## src/rtl/serializador.sv

```systemverilog
// Double-buffered byte serializer: holding register feeds an 8-bit shifter, MSB first, one-cycle gap per frame.
// Optional even-parity bit after bit0 when SERIALIZADOR_PARITY_EN is defined.
//
// state  | meaning
// IDLE   | line quiet, waiting for a byte in the holding register
// SHIFT  | data_out carries bit cnt_q of the frame, cnt_q counts 7 down to 0
// PARITY | data_out carries even parity of the frame (SERIALIZADOR_PARITY_EN only)
// GAP    | one-cycle frame delimiter, next byte may be transferred on its closing edge
module serializador (
    input  logic       clk_100KHz,
    input  logic       reset,
    input  logic [7:0] data_in,
    input  logic       load_in,
    output logic       ack_out,
    output logic       data_out,
    output logic       write_out,
    output logic       status_out,
    output logic       busy_out
);

    localparam logic [1:0] IDLE   = 2'd0;
    localparam logic [1:0] SHIFT  = 2'd1;
`ifdef SERIALIZADOR_PARITY_EN
    localparam logic [1:0] PARITY = 2'd2;
`endif
    localparam logic [1:0] GAP    = 2'd3;

    logic [1:0] state_q;
    logic [1:0] state_d;
    logic [2:0] cnt_q;
    logic [2:0] cnt_d;
    logic [7:0] hold_q;
    logic [7:0] shift_q;
    logic [7:0] shift_d;
    logic       data_d;
    logic       write_d;
    logic       capture;
    logic       transfer;

    // status_out is 1 on every transfer edge, so capture and transfer are exclusive
    assign capture = load_in && !status_out;

    always_comb begin
        state_d  = state_q;
        cnt_d    = cnt_q;
        shift_d  = shift_q;
        data_d   = 1'b0;
        write_d  = 1'b0;
        transfer = 1'b0;

        case (state_q)
            IDLE: begin
                if (status_out) begin
                    transfer = 1'b1;
                end
            end
            SHIFT: begin
                if (cnt_q != 3'd0) begin
                    cnt_d   = cnt_q - 3'd1;
                    data_d  = shift_q[cnt_q - 3'd1];
                    write_d = 1'b1;
                end else begin
`ifdef SERIALIZADOR_PARITY_EN
                    state_d = PARITY;
                    data_d  = ^shift_q;
                    write_d = 1'b1;
`else
                    state_d = GAP;
`endif
                end
            end
`ifdef SERIALIZADOR_PARITY_EN
            PARITY: begin
                state_d = GAP;
            end
`endif
            GAP: begin
                if (status_out) begin
                    transfer = 1'b1;
                end else begin
                    state_d = IDLE;
                end
            end
            default: begin
                state_d = IDLE;
            end
        endcase

        if (transfer) begin
            state_d = SHIFT;
            shift_d = hold_q;
            cnt_d   = 3'd7;
            data_d  = hold_q[7];
            write_d = 1'b1;
        end
    end

    always_ff @(posedge clk_100KHz) begin
        if (!reset) begin
            state_q    <= IDLE;
            cnt_q      <= 3'd0;
            hold_q     <= 8'd0;
            shift_q    <= 8'd0;
            data_out   <= 1'b0;
            write_out  <= 1'b0;
            ack_out    <= 1'b0;
            status_out <= 1'b0;
            busy_out   <= 1'b0;
        end else begin
            state_q   <= state_d;
            cnt_q     <= cnt_d;
            shift_q   <= shift_d;
            data_out  <= data_d;
            write_out <= write_d;
            busy_out  <= (state_d != IDLE);
            ack_out   <= capture;
            if (capture) begin
                hold_q     <= data_in;
                status_out <= 1'b1;
            end else if (transfer) begin
                status_out <= 1'b0;
            end
        end
    end

endmodule

```

## config.mk

```make
export PLATFORM = sky130hd
export DESIGN_NAME = serializador
export DESIGN_NICKNAME = d
export VERILOG_FILES = /design/src/rtl/serializador.sv
export SDC_FILE = /design/constraint.sdc
export NUM_CORES = 1
export LEC_CHECK = 0
export BUFFER_PORTS_ARGS = -buffer_cell sky130_fd_sc_hd__buf_2
export CORE_MARGIN = 5
export CORE_UTILIZATION = 40
export DETAILED_ROUTE_END_ITERATION = 10
export PLACE_DENSITY = 0.6
export SYNTH_ARGS = -nofsm -noshare
export SYNTH_HDL_FRONTEND = slang
export SYNTH_SLANG_ARGS = --single-unit
```

## constraint.sdc

```tcl
create_clock -name clk_100KHz -period 1.9 [get_ports clk_100KHz]
set_input_delay 0.19 -clock clk_100KHz [delete_from_list [all_inputs] [get_ports clk_100KHz]]
set_output_delay 0.19 -clock clk_100KHz [all_outputs]
set_load 0.005 [all_outputs]
```

Yosys cells after proc, flatten, opt, wreduce, memory -nomap -nowiden

Cells that the tools add are included.

Reductions and logical operators: 10
$add $sub $neg: 1
$lt $le $gt $ge: 1
Equal/unequal tests: 2
Muxes and demuxes: 19

Operators with widths:

| cell                                                                   | number |
|---|---|
| 1-bit two-way mux                                                      | 11 |
| 3-bit two-way mux                                                      | 3 |
| 2-bit nonzero test                                                     | 4 |
| 2-bit two-way mux                                                      | 3 |
| 2-bit one-hot mux with 3 select lines                                  | 1 |
| 3-bit by 4-bit < comparator with 1-bit output (second input constant)  | 1 |
| 1-bit binary-select mux with 3-bit select                              | 1 |
| 3-bit nonzero test                                                     | 1 |
| 3-bit by 1-bit subtractor with 3-bit output (second input constant)    | 1 |
| 2-bit by 1-bit equality test with 1-bit output (second input constant) | 1 |
| 2-bit equality test (second input constant)                            | 1 |
| 2-bit zero test                                                        | 1 |
| 2-bit AND reduction                                                    | 1 |
| 2-bit OR reduction                                                     | 1 |
| 1-bit logical AND                                                      | 1 |
| 1-bit zero test                                                        | 1 |

Bits in registers: 26
Word-level logic and storage cells: 42
Output and inout bits: 5

Longest topological paths before layout

Depth after elaboration: 6
Depth in mapped cells: 7
Depth with buffers taken out: 6

Least setup slack after synthesis

OpenSTA, ideal clock, no wires.

Path type: reg2reg
From: reg cnt_q[0]
To: reg data_out
Clock period less this slack: 1.589 ns
Stages on the path, launching flop included: 7
Data arrival time: 1.488 ns
Library setup time: 0.101 ns
Buffers on the path: 0
Data required time: 1.799 ns
Slack: 0.311 ns
Cell sequence: dfxtp_1 -> inv_1 -> ha_1 -> ha_1 -> mux4_1 -> nor2b_1 -> o41ai_1

Longest elaborated chain between the ends: 6
Elaborated cells on any way between the ends: 7
Those cells by class: 1 x add/sub; 5 x mux; 1 x reduce/logical

RTL lines:

| what                                        | RTL line | text |
|---|---|---|
| start, declared                             | 30       | `logic [2:0] cnt_q;` |
| start signal, assigned                      | 111      | `cnt_q <= cnt_d;` |
| 3-bit by 1-bit subtractor with 3-bit output | 60       | `data_d = shift_q[cnt_q - 3'd1];` |
| 1-bit binary-select mux with 3-bit select   | 60       |  |
| 1-bit two-way mux (not written as such)     | 60       |  |
| 1-bit two-way mux (*)                       | 58       | `if (cnt_q != 3'd0) begin` |
| 1-bit two-way mux (*)                       | 51       | `case (state_q)` |
| 1-bit two-way mux (*)                       | 89       | `if (transfer) begin` |
| end signal, assigned                        | 113      | `data_out <= data_d;` |
| end, declared                               | 15       | `output logic data_out,` |

Every way passes the cells marked *; elsewhere a longest branch is shown, timed or not. The select of a mux whose other input is x is not followed.
A chain may end at the register's enable or synchronous reset.

Worst setup path in the final report

Same ends and word-level chain as after synthesis.

==> impl_metrics.ini <==
[floorplanning]
die_y_um = 62.82
die_x_um = 62.82
start_util = 0.4118
coreArea_um2 = 2710
row_count = 19
ios = 16
die-area_um2 = 3946

[setup_path]
start_kind = flip-flop
arrival_ns = 2.00
criticalPathCategory = flip-flop to flip-flop
worstRegToRegCells = 6
r2r_setup_slack_ns = 0.13
required_ns = 2.14
worst-path-max-fanout = 6
crit_top_cell = ha_1
critPathMaxStageDelay_ns = 0.40
path_cells = inv_1, ha_1, ha_1, mux4_1, nor2b_1, o41ai_2
r2r_end = data_out
cpMaxStageDelayCell = dfxtp_2
end_kind = flip-flop
r2r_start = cnt_q[0]

[yosys]
synth_top_area_frac = 0.4664
synth_cell_types = 23
syn_inst = 123
synth.most_common_cell = nand2_1
syn-num-nets = 140
synth_area_leader_cell = dfxtp_1
netlist_top_cells_count = 33 x nand2_1, 26 x dfxtp_1, 16 x a21boi_0, 6 x ha_1, 6 x nor2b_1
synth-seq-cells = 26
netlist_area_um2 = 1116
async_flop_share = 0
ys.flop_type = dfxtp_1
yosysSeqAreaShare = 0.4664
yosysWarnings = 0
syn_avg_cell_area_um2 = 9.074
synth_edf_count = 0
synth_area_leaders = dfxtp_1 47%, nand2_1 11%, a21boi_0 11%

[finish]
nFillCells = 286
n_antenna_cell = 0
area_growth_pct = 16.37
nNetsFinal = 156
drive_gt1_frac = 0.1957

[timing]
post-route-period-util = 0.9292
hold_ws_ns = 0.1017
worst_pin_slew_ns = 0.5821
relSlewSlack = 0.6111
setup_viol = 0
min_period_ns = 1.765
final.setup.tns_ns = 0
fmax_mhz = 566.4
drv_slew = 0
final-hold-violation-count = 0
clock_skew_ns = 0.01157
rsz0062_at_grt = no

[pwr]
p_leak_uw = 0.0005267
power_uw = 1193
ir_drop_mv = 0.6651
powerDensity_nw_per_um2 = 918.8

[global_routing]
first_global_vias = 805
overflow = 0
grt_max_degree = 16
antenna_found_initial = 0
grt_pass1_wl_um = 3643
grtUsageTotal = 0.1120

[drt]
post_drt_wl_per_cell_um = 12.31
drc_errors = 0
postRouteAntennaNets = 0
totalWireLength_um = 2081
viasPerCell = 4.935
drtIter0Drc = 6
vias = 834
dr.pass1.iters = 3

[clocking]
cts_buffers = 3
h-tree-depth = 1
tritoncts = done
postCtsHoldBufs = 0
cts_setup_buffers = 0
root_buffer = clkbuf_4
clk_latency_ns = 0.32
path_clk_slew_ns = 0.15
clock_path_buffers = 2
cts_sinks = 26

[min_path]
min_to = hold_q[5]
hold_path_depth = 3
hold_path_class = input port to flip-flop
hold_path_startpoint = data_in[5]

[run_status]
status = completed

[place]
io_buffers = 15
place_congestion = 0.7364
hpwl_um = 1499

[job]
cap_violations = 0
critical path, delay by kind of cell (launching register included):
family,cells,cell delay (ns)
fa+ha+maj,2,0.56
flops,1,0.40
compound gates,1,0.35
mux,1,0.24
buf+inv,1,0.07
simple gates,1,0.05
worst max path at each step:
| stage | start | end | slack [ns] | depth (start not counted) |
|---|---|---|---|---|
| 2_1_floorplan | cnt_q[0] | data_out | 0.31 | 6 |
| 3_3_place_gp | cnt_q[0] | data_out | 0.26 | 6 |
| 3_5_place_dp | cnt_q[0] | data_out | 0.07 | 6 |
| 4_1_cts | cnt_q[0] | data_out | 0.03 | 6 |
| 5_1_grt | cnt_q[0] | data_out | 0.01 | 6 |
| 6_report | cnt_q[0] | data_out | 0.13 | 6 |
per-stage QoR:
stage | instances | utilization | area [µm²] | setup WS, ns
6_report | 169 | 0.4792 | 1299 | 0.1346
4_1_cts | 169 | 0.4718 | 1279 | 0.02956
3_3_place_gp | 165 | 0.4520 | 1225 | 0.2615
2_1_floorplan | 123 | - | 1116 | 0.3112
5_1_grt | 169 | 0.4792 | 1299 | 0.01480
3_5_place_dp | 165 | 0.4520 | 1225 | 0.07179
timing repair:
action / 4_1_cts / 5_1_grt
endpoints found under the setup margin: 1 / 1
gates resized for setup: 1 / 5
pin swaps: 0 / 1
cells in the final DEF, fill, tap and decap left out, drive strengths merged, types with 2 or more instances in the layout:
cell,instances
mux2i,2
nand2,33
o21a,4
a2111oi,2
dfxtp,26
nand2b,2
a21boi,17
inv,5
nor2b,6
ha,6
clkbuf,3
buf,19
nand3,3
state kept, by name, indices dropped and copies added (netlist names):
name and count:
hold_q 8, ack_out 1, state_q 2, status_out 1, busy_out 1, cnt_q 3, shift_q 8, write_out 1
data_out 1
cell families (layout without fill, tap and decap cells):
family	count (synthesis)	count (layout)	share of synthesized area
AOI/OAI and AO/OA	27	27	0.1839
buffers and inverters	13	28	0.04820
adders and majority gates	6	6	0.06726
muxes	3	3	0.04148
DFF	26	26	0.4664
and+or+nand+nor	47	47	0.1850
xor gates and xnor gates	1	1	0.007849
power breakdown:
part / total, µW / switching, µW / internal [µW] / leakage (µW)
clock: 380 / 166 / 213 / 0.0000279
sequential: 601 / 20.1 / 581 / 0.000213
combinational: 212 / 115 / 97.2 / 0.000286
total: 1190 / 302 / 892 / 0.000527
metal layers:
metal | wire (µm) | global-route usage
met4 | 20 | 0.02387
met2 | 985 | 0.1891
met5 | 0 | 0
met3 | 99 | 0.04137
met1 | 976 | 0.1352
cell type report:
class,count,area [µm²],area share
inverter,5,18.77,0.01445
tap,31,38.79,0.02987
timing repair buffer,19,105.1,0.08092
sequential,26,521.8,0.4017
clock inverter,1,30.03,0.02312
clock buffer,3,22.52,0.01734
multi-input combinational,84,561.8,0.4326
No activity file was read; power rests on OpenSTA's default activity.
